### src/rtl/control_unit_if.sv
// control_unit_if: control-unit <-> datapath bundle. Inputs to the sequencer are Ir, Flags,
// MemReady (and Irq when INTERRUPT_EN is defined); all strobes, selects, StatusReg, CFlag
// and Halted are driven by the sequencer. master = control unit, slave = datapath side.
interface control_unit_if;
  logic [15:0] Ir;
  logic [3:0]  Flags;
  logic        MemReady;
`ifdef INTERRUPT_EN
  logic        Irq;
`endif
  logic        MemReq, MemRnW;
  logic        IrWe, PcWe, LrWe, RegWe, AluWe;
  logic        AluEn, MemEn, PcEn, LrEn, StatusRegEn;
  logic        Op1Sel;
  logic [1:0]  Op2Sel;
  logic        ImmSel;
  logic [1:0]  Rs1Sel, RwSel, AluOR;
  logic [2:0]  PcSel;
  logic        LrSel, WdSel;
  logic [3:0]  StatusReg;
  logic        CFlag, Halted;
  modport master (
`ifdef INTERRUPT_EN
    input  Irq,
`endif
    input  Ir, Flags, MemReady,
    output MemReq, MemRnW, IrWe, PcWe, LrWe, RegWe, AluWe,
    output AluEn, MemEn, PcEn, LrEn, StatusRegEn,
    output Op1Sel, Op2Sel, ImmSel, Rs1Sel, RwSel, AluOR, PcSel, LrSel, WdSel,
    output StatusReg, CFlag, Halted
  );
  modport slave (
`ifdef INTERRUPT_EN
    output Irq,
`endif
    output Ir, Flags, MemReady,
    input  MemReq, MemRnW, IrWe, PcWe, LrWe, RegWe, AluWe,
    input  AluEn, MemEn, PcEn, LrEn, StatusRegEn,
    input  Op1Sel, Op2Sel, ImmSel, Rs1Sel, RwSel, AluOR, PcSel, LrSel, WdSel,
    input  StatusReg, CFlag, Halted
  );
endinterface

### src/rtl/control_unit.sv
// control_unit: multi-cycle FSM sequencer for the 16-bit datapath.
// Ports: Clock (rising edge), nReset (async active-low), bus (control_unit_if.master:
// Ir/Flags/MemReady in, every datapath strobe/select plus StatusReg/CFlag/Halted out).
// Optional feature macro INTERRUPT_EN adds the Irq input, the IRQ state and the IE bit.
module control_unit #(
  parameter int WAIT_LIMIT = 8,
  parameter int WCW        = 4
) (
  input logic             Clock,
  input logic             nReset,
  control_unit_if.master  bus
);
  typedef enum logic [3:0] {
    S_RESET, S_FETCH, S_DECODE, S_EXEC, S_WB, S_MEM, S_BR, S_HALT
`ifdef INTERRUPT_EN
    , S_IRQ
`endif
  } state_t;
  state_t           r_state;
  logic [WCW-1:0]   r_wait;
  logic [3:0]       r_status;
  logic [2:0]       w_cls;
  logic [1:0]       w_sub;
  logic             w_alu_cls, w_mem_cls, w_ldw, w_bcc, w_bl, w_ret, w_rdsr;
  logic [7:0]       w_cond_vec;
  logic             w_taken, w_wait_done, w_unused_ir;
  logic             w_fetch, w_exec, w_wb, w_mem, w_br, w_halt, w_irq, w_ldw_done;
  state_t           w_entry, w_ret_entry, w_exec_next;
  assign w_cls       = bus.Ir[15:13];
  assign w_sub       = bus.Ir[12:11];
  assign w_unused_ir = ^bus.Ir[7:0];
  assign w_alu_cls   = (w_cls == 3'b000) || (w_cls == 3'b001) || (w_cls == 3'b101);
  assign w_mem_cls   = w_cls[2:1] == 2'b01;
  assign w_ldw       = w_cls == 3'b010;
  assign w_bcc       = w_cls == 3'b110;
  assign w_bl        = (w_cls == 3'b111) && (w_sub == 2'b00);
  assign w_ret       = (w_cls == 3'b111) && (w_sub == 2'b01);
  assign w_rdsr      = (w_cls == 3'b111) && (w_sub == 2'b10);
  // Branch conditions indexed by Ir[10:8] over the latched {Z,N,C,V}
  assign w_cond_vec  = {1'b0, ~r_status[2], r_status[2], ~r_status[1], r_status[1],
                        ~r_status[3], r_status[3], 1'b1};
  assign w_taken     = w_cond_vec[bus.Ir[10:8]];
  assign w_wait_done = r_wait == WCW'(WAIT_LIMIT - 1);
`ifdef INTERRUPT_EN
  logic r_ie;
  assign w_entry     = (bus.Irq && r_ie) ? S_IRQ : S_FETCH;
  // RET re-enables interrupts, so a pending Irq is taken at its own FETCH entry
  assign w_ret_entry = bus.Irq ? S_IRQ : S_FETCH;
  assign w_irq       = r_state == S_IRQ;
`else
  assign w_entry     = S_FETCH;
  assign w_ret_entry = S_FETCH;
  assign w_irq       = 1'b0;
`endif
  assign w_exec_next = w_alu_cls ? S_WB :
                       w_mem_cls ? S_MEM :
                       ((w_bcc && w_taken) || w_bl) ? S_BR :
                       w_ret ? w_ret_entry : w_entry;
  always_ff @(posedge Clock or negedge nReset) begin
    if (!nReset) begin
      r_state  <= S_RESET;
      r_wait   <= '0;
      r_status <= '0;
`ifdef INTERRUPT_EN
      r_ie     <= 1'b1;
`endif
    end else begin
      r_wait <= '0;
      case (r_state)
        S_RESET:  r_state <= w_entry;
        S_FETCH:  if (bus.MemReady) r_state <= S_DECODE;
                  else if (w_wait_done) r_state <= S_HALT;
                  else r_wait <= r_wait + 1'b1;
        S_DECODE: r_state <= S_EXEC;
        S_EXEC: begin
          r_state <= w_exec_next;
`ifdef INTERRUPT_EN
          if (w_ret) r_ie <= 1'b1;
`endif
        end
        S_WB: begin
          if (w_alu_cls) r_status <= bus.Flags;
          r_state <= w_entry;
        end
        S_MEM:    if (bus.MemReady) r_state <= w_entry;
                  else if (w_wait_done) r_state <= S_HALT;
                  else r_wait <= r_wait + 1'b1;
        S_BR:     r_state <= w_entry;
        S_HALT:   r_state <= S_HALT;
`ifdef INTERRUPT_EN
        S_IRQ: begin
          r_ie    <= 1'b0;
          r_state <= S_FETCH;
        end
`endif
        default:  r_state <= S_RESET;
      endcase
    end
  end
  assign w_fetch    = r_state == S_FETCH;
  assign w_exec     = r_state == S_EXEC;
  assign w_wb       = r_state == S_WB;
  assign w_mem      = r_state == S_MEM;
  assign w_br       = r_state == S_BR;
  assign w_halt     = r_state == S_HALT;
  assign w_ldw_done = w_mem && w_ldw && bus.MemReady;
  assign bus.MemReq      = w_fetch || w_mem;
  assign bus.MemRnW      = w_fetch || (w_mem && !bus.Ir[13]);
  assign bus.IrWe        = w_fetch;
  assign bus.PcWe        = (w_fetch && bus.MemReady) || (w_exec && w_ret) || w_br || w_irq;
  assign bus.LrWe        = (w_exec && w_bl) || w_irq;
  assign bus.RegWe       = w_wb || (w_exec && w_rdsr) || w_ldw_done;
  assign bus.AluWe       = w_exec && (w_alu_cls || w_mem_cls || (w_bcc && w_taken) || w_bl);
  // The load's data cycle hands the system bus to memory, so the ALU releases it
  assign bus.AluEn       = w_wb || w_br || (w_mem && !w_ldw_done);
  assign bus.MemEn       = w_fetch || w_ldw_done;
  assign bus.PcEn        = 1'b0;
  assign bus.LrEn        = 1'b0;
  assign bus.StatusRegEn = w_exec && w_rdsr;
  assign bus.Op1Sel      = w_exec && ((w_bcc && w_taken) || w_bl);
  assign bus.Op2Sel      = (w_exec && (w_cls == 3'b000)) ? 2'd1 : 2'd0;
  assign bus.ImmSel      = w_exec && ((w_cls == 3'b001) || w_mem_cls);
  assign bus.Rs1Sel      = 2'd0;
  assign bus.RwSel       = (w_exec && (w_cls == 3'b101)) ? 2'd1 : 2'd0;
  assign bus.AluOR       = 2'b00;
  assign bus.PcSel       = w_br ? 3'd1 : (w_exec && w_ret) ? 3'd3 : w_irq ? 3'd7 : 3'd0;
  assign bus.LrSel       = (w_exec && w_bl) || w_irq;
  assign bus.WdSel       = (w_exec && w_rdsr) || w_ldw_done;
  assign bus.StatusReg   = r_status;
  assign bus.CFlag       = r_status[1];
  assign bus.Halted      = w_halt;
endmodule

### src/flat_wrapper.sv
// flat-port wrapper written by rule: the top's interface ports become plain ports
module control_unit_flat 
#(
  parameter int WAIT_LIMIT = 8,
  parameter int WCW        = 4
)
  (Clock, nReset, bus_Ir, bus_Flags, bus_MemReady, bus_MemReq, bus_MemRnW, bus_IrWe, bus_PcWe, bus_LrWe, bus_RegWe, bus_AluWe, bus_AluEn, bus_MemEn, bus_PcEn, bus_LrEn, bus_StatusRegEn, bus_Op1Sel, bus_Op2Sel, bus_ImmSel, bus_Rs1Sel, bus_RwSel, bus_AluOR, bus_PcSel, bus_LrSel, bus_WdSel, bus_StatusReg, bus_CFlag, bus_Halted);
  control_unit_if bus_i ();
  input logic Clock;
  input logic nReset;
  input wire logic [$bits(bus_i.Ir)-1:0] bus_Ir;
  input wire logic [$bits(bus_i.Flags)-1:0] bus_Flags;
  input wire logic [$bits(bus_i.MemReady)-1:0] bus_MemReady;
  output wire logic [$bits(bus_i.MemReq)-1:0] bus_MemReq;
  output wire logic [$bits(bus_i.MemRnW)-1:0] bus_MemRnW;
  output wire logic [$bits(bus_i.IrWe)-1:0] bus_IrWe;
  output wire logic [$bits(bus_i.PcWe)-1:0] bus_PcWe;
  output wire logic [$bits(bus_i.LrWe)-1:0] bus_LrWe;
  output wire logic [$bits(bus_i.RegWe)-1:0] bus_RegWe;
  output wire logic [$bits(bus_i.AluWe)-1:0] bus_AluWe;
  output wire logic [$bits(bus_i.AluEn)-1:0] bus_AluEn;
  output wire logic [$bits(bus_i.MemEn)-1:0] bus_MemEn;
  output wire logic [$bits(bus_i.PcEn)-1:0] bus_PcEn;
  output wire logic [$bits(bus_i.LrEn)-1:0] bus_LrEn;
  output wire logic [$bits(bus_i.StatusRegEn)-1:0] bus_StatusRegEn;
  output wire logic [$bits(bus_i.Op1Sel)-1:0] bus_Op1Sel;
  output wire logic [$bits(bus_i.Op2Sel)-1:0] bus_Op2Sel;
  output wire logic [$bits(bus_i.ImmSel)-1:0] bus_ImmSel;
  output wire logic [$bits(bus_i.Rs1Sel)-1:0] bus_Rs1Sel;
  output wire logic [$bits(bus_i.RwSel)-1:0] bus_RwSel;
  output wire logic [$bits(bus_i.AluOR)-1:0] bus_AluOR;
  output wire logic [$bits(bus_i.PcSel)-1:0] bus_PcSel;
  output wire logic [$bits(bus_i.LrSel)-1:0] bus_LrSel;
  output wire logic [$bits(bus_i.WdSel)-1:0] bus_WdSel;
  output wire logic [$bits(bus_i.StatusReg)-1:0] bus_StatusReg;
  output wire logic [$bits(bus_i.CFlag)-1:0] bus_CFlag;
  output wire logic [$bits(bus_i.Halted)-1:0] bus_Halted;
  assign bus_i.Ir = bus_Ir;
  assign bus_i.Flags = bus_Flags;
  assign bus_i.MemReady = bus_MemReady;
  assign bus_MemReq = bus_i.MemReq;
  assign bus_MemRnW = bus_i.MemRnW;
  assign bus_IrWe = bus_i.IrWe;
  assign bus_PcWe = bus_i.PcWe;
  assign bus_LrWe = bus_i.LrWe;
  assign bus_RegWe = bus_i.RegWe;
  assign bus_AluWe = bus_i.AluWe;
  assign bus_AluEn = bus_i.AluEn;
  assign bus_MemEn = bus_i.MemEn;
  assign bus_PcEn = bus_i.PcEn;
  assign bus_LrEn = bus_i.LrEn;
  assign bus_StatusRegEn = bus_i.StatusRegEn;
  assign bus_Op1Sel = bus_i.Op1Sel;
  assign bus_Op2Sel = bus_i.Op2Sel;
  assign bus_ImmSel = bus_i.ImmSel;
  assign bus_Rs1Sel = bus_i.Rs1Sel;
  assign bus_RwSel = bus_i.RwSel;
  assign bus_AluOR = bus_i.AluOR;
  assign bus_PcSel = bus_i.PcSel;
  assign bus_LrSel = bus_i.LrSel;
  assign bus_WdSel = bus_i.WdSel;
  assign bus_StatusReg = bus_i.StatusReg;
  assign bus_CFlag = bus_i.CFlag;
  assign bus_Halted = bus_i.Halted;
  control_unit #(.WAIT_LIMIT(WAIT_LIMIT), .WCW(WCW)) u_core (.Clock(Clock), .nReset(nReset), .bus(bus_i));
endmodule
### config.mk
export PLATFORM = sky130hd
export DESIGN_NAME = control_unit_flat
export DESIGN_NICKNAME = d
export VERILOG_FILES = /design/src/rtl/control_unit_if.sv /design/src/rtl/control_unit.sv /design/src/flat_wrapper.sv
export SDC_FILE = /design/constraint.sdc
export NUM_CORES = 1
export LEC_CHECK = 0
export CELL_PAD_IN_SITES_DETAIL_PLACEMENT = 0
export CELL_PAD_IN_SITES_GLOBAL_PLACEMENT = 1
export CORE_UTILIZATION = 23
export CTS_BUF_LIST = sky130_fd_sc_hd__clkbuf_4 sky130_fd_sc_hd__clkbuf_8 sky130_fd_sc_hd__clkbuf_16
export CTS_CLUSTER_DIAMETER = 200
export DETAILED_ROUTE_END_ITERATION = 10
export GPL_TIMING_DRIVEN = 0
export HOLD_SLACK_MARGIN = 0.12
export PLACE_DENSITY = 0.73
export SYNTH_ARGS = -nofsm -noshare
export SYNTH_HDL_FRONTEND = slang
export SYNTH_SLANG_ARGS = --single-unit
### constraint.sdc
create_clock -name Clock -period 1.6 [get_ports Clock]
set_input_delay 0.4 -clock Clock [delete_from_list [all_inputs] [get_ports Clock]]
set_output_delay 0.4 -clock Clock [all_outputs]
set_load 0.01 [all_outputs]
* Yosys cells after proc, flatten, opt, wreduce, memory -nomap -nowiden
Cells that the tools add are included.
** Cells by class
- Add/subtract/negate cells :: 1
- Multipliers :: 0
- Div/mod/pow operators :: 0
- Magnitude comparators :: 1
- Eq/ne operators :: 16
- Shifts and indexed selects :: 0
- Muxes and demuxes :: 16
- Bitwise logic cells :: 3
- Reductions and logical operators :: 42
** Operator list (count)
- $mux W4 :: 8
- $pmux W4 S6 :: 1
- $eq A4 B3 Y1 const B :: 5
- $logic_and A1 B1 Y1 :: 17
- $logic_or A1 B1 Y1 :: 17
- $eq A3 B3 Y1 const B :: 3
- $eq A4 B2 Y1 const B :: 2
- $mux W3 :: 2
- $add A4 B1 Y4 const B :: 1
- $eq A2 B1 Y1 const B :: 2
- $eq A4 B1 Y1 const B :: 1
- $logic_not A4 Y1 :: 1
- $lt A3 B4 Y1 const B :: 1
- $bmux W1 S3 :: 1
- $eq A3 B1 Y1 const B :: 1
- $eq A3 B2 Y1 const B :: 1
- $logic_not A3 Y1 :: 1
- $mux W1 :: 3
- $not A1 Y1 :: 3
- $reduce_or A3 Y1 :: 1
- $eq A2 B2 Y1 const B :: 1
- $logic_not A1 Y1 :: 2
- $logic_not A2 Y1 :: 1
- $mux W2 :: 1
- other kinds (2) :: 2
** Word-level totals
- Bits in registers :: 12
- Latch bits :: 0
- Bits in writable memories :: 0
- Bits in read-only memories :: 0
- Bits of input ports :: 23
- Logic and storage cells :: 82
- Memories kept :: 0

* Logic depth before layout (Yosys ltp)
Gate-level depths: netlist of the first run.
- Word-level depth :: 9
- Mapped depth :: 6
- Depth with buffers taken out :: 6

* Least setup slack after synthesis of the first run
No wires, ideal clock.
- Kind :: reg2out
- Start :: reg u_core.r_status[3], in the netlist u_core.bus.StatusReg[3]
- End :: out bus_Op1Sel
- Arrival time :: 1.299 ns
- Required time :: 1.200 ns
- Setup slack :: -0.099 ns
- Cell stages (with the launch flop) :: 6
- Path through :: dfrtp_1 nor4bb_1 a41oi_1 nand4b_1 o31a_1 nor2_1
** On the way
- Cells in the longest elaborated chain, start to end :: 6
** Ends and longest elaborated chain
- start: declaration :: RTL line control_unit.sv:21 : logic [3:0] r_status;
- start signal: assignment :: RTL line control_unit.sv:82 : if (w_alu_cls) r_status <= bus.Flags;
- $not A1 Y1 :: RTL line control_unit.sv:41 : ~r_status[3], r_status[3], 1'b1};
- $bmux W1 S3 * :: RTL line control_unit.sv:42 : assign w_taken = w_cond_vec[bus.Ir[10:8]];
- $mux W1 (not written as such) * :: RTL line control_unit.sv:42
- $logic_and A1 B1 Y1 * :: RTL line control_unit.sv:120 : assign bus.Op1Sel = w_exec && ((w_bcc && w_taken) || w_bl);
- $logic_or A1 B1 Y1 * :: RTL line control_unit.sv:120
- $logic_and A1 B1 Y1 * :: RTL line control_unit.sv:120
- end: declaration :: RTL line flat_wrapper.sv:26 : output wire logic [$bits(bus_i.Op1Sel)-1:0] bus_Op1Sel;
Every way passes the cells marked *; elsewhere a longest branch is shown, timed or not. The select of a mux whose other input is x is not followed.

* Worst setup path after layout of the first run
- Start :: reg u_core.r_status[3], in the netlist u_core.bus.StatusReg[3]
- End :: out bus_AluWe
** On the way
- Cells in the longest elaborated chain, start to end :: 7
** Ends and longest elaborated chain
- $not A1 Y1 :: RTL line control_unit.sv:41
- $bmux W1 S3 * :: RTL line control_unit.sv:42
- $mux W1 (not written as such) * :: RTL line control_unit.sv:42
- $logic_and A1 B1 Y1 * :: RTL line control_unit.sv:113 : assign bus.AluWe = w_exec && (w_alu_cls || w_mem_cls || (w_bcc && w_taken) || w_bl);
- $logic_or A1 B1 Y1 * (2 in series) :: RTL line control_unit.sv:113
- $logic_and A1 B1 Y1 * :: RTL line control_unit.sv:113
- end: declaration :: RTL line flat_wrapper.sv:20 : output wire logic [$bits(bus_i.AluWe)-1:0] bus_AluWe;
Marked as above.

==> impl_metrics.json, run 1 <==
{
  "outcome": "finished, violations left",
  "failed_checks": "negative setup slack",
  "dieWidth_um": 65.6,
  "holdBufCountCts": 0,
  "dr.pass1.iters": 4,
  "p_per_area_nw_per_um2": 550,
  "path_clk_slew_ns": 0.05,
  "cts-htree-levels": 1,
  "synth_compound_area_frac": 0.157,
  "ir_drop_v": 0.000392,
  "crit_type": "flop to output port",
  "stdcell_count": 223,
  "grt_pass1_wl_um": 4110,
  "drive_above_1_share": 0.451,
  "tightest_slew_ns": 0.501,
  "syn_avg_cell_area_sq_um": 8.31,
  "arrival_ns": 1.65,
  "drt-vias-per-instance": 4.49,
  "hpwl_um": 1910,
  "max_cap_violations": 0,
  "min_period_ns": 2.05,
  "min_path_type": "flop to flop",
  "fp.dieH_um": 65.6,
  "finalSetupViolations": 19,
  "hold_viol_final": 0,
  "syn_inst": 112,
  "ant_nets": 0,
  "slew_headroom": 0.665,
  "yosysWarnings": 0,
  "io_pins": 56,
  "insertion_delay_ns": 0.23,
  "clk_path_buf_depth": 2,
  "start_util": 0.247,
  "start_kind": "flop",
  "setup_ws_ns": -0.447,
  "place.port_buffers": 36,
  "placed_cells": 205,
  "synth-adder-area-share": 0.0134,
  "netlist_area_sq_um": 931,
  "wl_um": 2580,
  "slew_violations": 0,
  "place_congestion": 0.711,
  "antenna_found_initial": 0,
  "vias": 1001,
  "wl_per_cell_um": 11.6,
  "rsz0062_at_grt": "true",
  "first_iter_violations": 24,
  "p_total_mw": 0.875,
  "diodes": 0,
  "endpoint_kind": "output port",
  "row_count": 22,
  "synth_top_family_by_area": "simple AND/OR/NAND/NOR gates",
  "fin_crit_sh": 1.28,
  "skew_ns": 0.00429,
  "worstPathMaxFanout": 3,
  "cts_tree": "built",
  "fmaxAchievable_mhz": 488,
  "yosys.cell_types.count": 40,
  "ys_seq_area_frac": 0.323,
  "grt.overflow.total": 0,
  "grt_start_max_net_pins": 13,
  "track_usage": 0.121,
  "yosys.area_share.simple": 0.298,
  "synthMuxAreaShare": 0.0484,
  "drcViolationCount": 0,
  "cts_inserted_buffers": 3,
  "synthXorXnorAreaFrac": 0.0188,
  "grt_pass1_vias": 945,
  "ys_ff_latch": 12,
  "coreArea_sq_um": 3770,
  "dieArea_sq_um": 4310,
  "cp.required_ns": 1.20,
  "fin_nets": 201,
  "cts_num_sinks": 12,
  "root_buffer": "clkbuf_8",
  "power.leakage_nw": 0.826,
  "syn_to_final_growth_pct": 71.0
}
## critical path: stages, from the launching register on
cell and delay, ns:
dfrtp_1 0.39, nor4bb_1 0.13, a41oi_1 0.17, nand4b_1 0.15, buf_4 0.17, a211oi_4 0.23, buf_2 0.17
## synthesized netlist by cell type (all sizes together)
master,number,area share
nor4bb,1,0.011
o21a,1,0.0081
and2b,1,0.0081
a31o,1,0.0094
dfrtp,12,0.32
xor2,1,0.0094
a21oi,3,0.016
o22a,1,0.0094
nor3,7,0.038
a31oi,1,0.0067
o22ai,2,0.020
nor4b,1,0.026
xnor2,1,0.0094
ha,1,0.013
nand4b,1,0.0094
inv,7,0.028
nor4,1,0.0067
buf,14,0.10
nand2,6,0.024
clkbuf,1,0.0040
nor2,18,0.075
mux2,4,0.048
o31a,1,0.0094
o21bai,1,0.0081
a41oi,1,0.0094
a211oi,2,0.022
and3,1,0.0067
o21ai,4,0.022
conb,1,0.0040
nand3,2,0.011
nand3b,4,0.036
o211ai,1,0.0081
nand2b,5,0.034
o2bb2ai,1,0.0094
and2,2,0.013
## report_power, final
group / total (mW) / leakage [nW] / switching [mW] / internal, mW
Clock: 0.259 / 0.0216 / 0.0941 / 0.164
Combinational: 0.284 / 0.643 / 0.134 / 0.150
Sequential: 0.333 / 0.162 / 0.0118 / 0.321
## path summary, 6_finish.rpt
| path | slack, ns | cells after the start | to | from |
|---|---|---|---|---|
| max in group asynchronous | 0.76 | 1 | u_core.bus.StatusReg[1] | nReset |
| max | -0.45 | 6 | bus_AluWe | u_core.bus.StatusReg[3] |
| min | 0.45 | 1 | u_core.r_wait[0] | u_core.r_wait[0] |
| max reg2reg | 0.05 | 10 | u_core.r_wait[0] | u_core.r_state[3] |
| min reg2reg | 0.45 | 1 | u_core.r_wait[0] | u_core.r_wait[0] |
| min in group asynchronous | 0.50 | 1 | u_core.r_wait[0] | nReset |
## metal layers
metal / track usage / up-vias / wire length [um]
met2: 0.213 / 31 / 1300
met1: 0.150 / 473 / 1120
met4: 0.0408 / 0 / 23
met5: 0 / - / 0
met3: 0.0156 / 4 / 135
li1: - / 493 / -
## sequential cells by signal, indices dropped and copies added (netlist names)
register / cells
u_core.bus.StatusReg: 4
u_core.r_wait: 4
u_core.r_state: 4
## kinds of logic (layout without fill, tap and decap cells)
family / after synthesis / count (layout)
compound gates: 20 / 20
xor+xnor: 2 / 2
fa+ha+maj: 1 / 1
buf+inv: 22 / 76
flops: 12 / 12
mux: 4 / 4
other cells: 1 / 10
simple gates: 50 / 50
## per-stage QoR
step | TNS (ns) | cell area (sq um) | setup slack, ns | hold slack (ns) | utilization
after detailed placement | -16.72 | 1400 | -1.10 | 0.450 | 0.371
after global placement | -16.38 | 1400 | -1.07 | 0.442 | 0.371
after CTS | -4.75 | 1530 | -0.452 | 0.457 | 0.405
final | -5.14 | 1590 | -0.447 | 0.453 | 0.422
after global routing | -6.76 | 1590 | -0.526 | 0.476 | 0.422
after floorplan | -0.0714 | 977 | -0.0641 | 0.104 | -
## repair_timing
action	CTS	global route
endpoints found under the hold margin	0	0
setup buffers	13	3
cloned	0	0
gates resized for setup	108	13
pin swaps	6	5
endpoints found under the setup margin	27	25
## layout make-up
cell class,count,area [sq um]
fill,385,2180
timing repair buffer,51,413
multi-input combinational,87,646
tap,48,60.1
inverter,7,26.3
buffer,15,105
clock buffer,3,41.3
sequential,12,300
## placed cells by master, fill, tap and decap left out, drive strengths merged, types with 6 or more instances in the layout
cell	Yosys	final
buf	14	45
nor2	18	18
dfrtp	12	12
conb	1	10
dlygate4sd2	0	9
clkdlybuf4s50	0	7
inv	7	7
nor3	7	7
nand2	6	6
Note: power is estimated with default switching activity, not from simulation.
==> run 2: changes to the inputs <==
==> constraint.sdc (replaced) <==
create_clock -name Clock -period 1.6 [get_ports Clock]
set_input_delay 0.4 -clock Clock [delete_from_list [all_inputs] [get_ports Clock]]
set_output_delay 0.4 -clock Clock [all_outputs]
set_load 0.05 [all_outputs]
==> run 2 against run 1 <==
  * The run still ends with negative setup slack left
  * Design area up 25%
  * Sequential power up 2%
  * Critical path depth unchanged
  * Utilization up 10 points
  * Register-to-register slack worse by 0.10 ns
  * Clock skew down 0.0025 ns
  * Power up 23%
  * Die area unchanged
  * Routed wire length up 3.0%
  * Flip-flop and latch count unchanged
  * First-iteration DRC count unchanged
  * Fmax down 2.0%
  * Highest routed layer is now met3
==> impl_metrics.json, run 2 (synthesis results as in run 1) <==
{
  "p_total_mw": 1.08,
  "track_usage": 0.133,
  "grt_start_max_net_pins": 13,
  "p_per_area_nw_per_um2": 543,
  "hold_viol_final": 0,
  "place.port_buffers": 36,
  "min_period_ns": 2.09,
  "coreArea_sq_um": 3770,
  "rr_endpoint": "u_core.r_state[2]",
  "crit_slowest_cell": "dfrtp_2",
  "max_cap_violations": 0,
  "skew_ns": 0.00183,
  "crit_chain": "nor4bb_4, a41oi_2, nand4b_1, o31a_1, nor2_4, buf_6",
  "min_path_type": "flop to flop",
  "worst_hold_path.endpoint": "u_core.r_wait[0]",
  "drcViolationCount": 0,
  "cts-htree-levels": 1,
  "final_common_cell": "buf_4",
  "cpPeakStageDelay_ns": 0.42,
  "fillCellCount": 338,
  "drt-vias-per-instance": 4.39,
  "vias": 1028,
  "fmaxAchievable_mhz": 479,
  "clk_path_buf_depth": 2,
  "cp.required_ns": 1.20,
  "grt.overflow.total": 0,
  "root_buffer": "clkbuf_8",
  "row_count": 22,
  "worst-r2r-cell-count": 8,
  "fin_nets": 211,
  "slew_headroom": 0.649,
  "dr.pass1.iters": 4,
  "arrival_ns": 1.69,
  "final_cell_mix": "buf_4, buf_6, nor2_1, conb_1, dfrtp_1",
  "fp.dieH_um": 65.6,
  "ir_drop_v": 0.000627,
  "cpLargestDelayFamily": "compound AO/OA/AOI/OAI gates",
  "slew_violations": 0,
  "hpwl_um": 1940,
  "diodes": 0,
  "worstPathMaxFanout": 3,
  "path_clk_slew_ns": 0.05,
  "start_util": 0.247,
  "rsz0062_at_grt": "true",
  "outcome": "finished, violations left",
  "cp.depth": 6,
  "ant_nets": 0,
  "wl_per_cell_um": 11.4,
  "cts_inserted_buffers": 3,
  "dieWidth_um": 65.6,
  "drive_above_1_share": 0.608,
  "fin_crit_sh": 1.31,
  "critPathBufInv": 1,
  "holdBufCountCts": 0,
  "io_pins": 56,
  "insertion_delay_ns": 0.24,
  "start_kind": "flop",
  "endpoint_kind": "output port",
  "place_congestion": 0.745,
  "cts_tree": "built",
  "wl_um": 2660,
  "r2r_slack_ns": -0.05,
  "min_from": "u_core.r_wait[0]",
  "antenna_found_initial": 0,
  "dp_slack_ns": -1.46,
  "syn_to_final_growth_pct": 113,
  "grt_pass1_vias": 982,
  "setup_ws_ns": -0.488,
  "dieArea_sq_um": 4310,
  "finalSetupViolations": 20,
  "first_iter_violations": 24,
  "power.leakage_nw": 0.905,
  "grt_pass1_wl_um": 4480,
  "failed_checks": "negative setup slack",
  "reg2reg_from": "u_core.bus.StatusReg[3]",
  "cts_num_sinks": 12,
  "holdPathStages": 1,
  "tightest_slew_ns": 0.526,
  "crit_type": "flop to output port"
}
run 2: cell count changes in the layout (fill, tap and decap cells not counted), moves of 4 or more:
| cell | change |
|---|---|
| buf_2 | -16 |
| buf_4 | +5 |
| buf_6 | +16 |
| buf_8 | +6 |
| dfrtp_1 | -4 |
| dfrtp_2 | +4 |
| dlygate4sd2_1 | -7 |
| o21ai_4 | +4 |
run 2: per-layer routing:
layer / up-vias / GRT usage / routed length (um)
met2: 37 / 0.236 / 1370
met4: 0 / 0.0163 / 0
met5: - / 0 / 0
met3: 0 / 0.0330 / 137
li1: 518 / - / -
met1: 473 / 0.164 / 1150
run 2: cell type report:
cell class / instances / area, sq um / area share
clock buffers: 4 / 48.8 / 0.0246
flip-flops and latches: 12 / 305 / 0.154
plain buffers: 15 / 120 / 0.0606
multi-input cells: 87 / 782 / 0.394
inverters: 7 / 33.8 / 0.0170
well taps: 48 / 60.1 / 0.0303
repair buffers: 61 / 633 / 0.319
run 2: power breakdown:
part / switching (mW) / leakage [nW] / internal, mW / total [mW]
Sequential: 0.0155 / 0.156 / 0.322 / 0.338
Combinational: 0.260 / 0.723 / 0.183 / 0.443
Clock: 0.104 / 0.0262 / 0.192 / 0.296
run 2: repair_timing:
| action | in CTS | in global routing |
|---|---|---|
| hold endpoints to repair | 0 | 0 |
| pin swaps | 9 | 7 |
| resized for setup | 174 | 20 |
| setup endpoints to repair | 31 | 27 |
| buffers inserted | 19 | 7 |
run 2: worst max path at each step:
| stage | start | endpoint | slack, ns |
|---|---|---|---|
| detailed placement | bus_Ir[9] | bus_Op1Sel | -1.46 |
| global placement | bus_Ir[9] | bus_Op1Sel | -1.44 |
| finish | u_core.bus.StatusReg[3] | bus_Op1Sel | -0.49 |
| floorplan | u_core.bus.StatusReg[3] | bus_Op1Sel | -0.43 |
| CTS | u_core.bus.StatusReg[3] | bus_Op1Sel | -0.49 |
| global route | u_core.bus.StatusReg[3] | bus_AluWe | -0.56 |
run 2: per-stage QoR:
stage | hold slack, ns | area, sq um | instances | TNS (ns) | utilization
after global placement | 0.442 | 1580 | 205 | -24.63 | 0.418
after global routing | 0.476 | 1980 | 234 | -8.26 | 0.526
after detailed placement | 0.465 | 1580 | 205 | -24.99 | 0.418
final | 0.470 | 1980 | 234 | -6.88 | 0.526
after floorplan | 0.104 | 1160 | 121 | -4.28 | -
after CTS | 0.472 | 1910 | 228 | -6.61 | 0.506
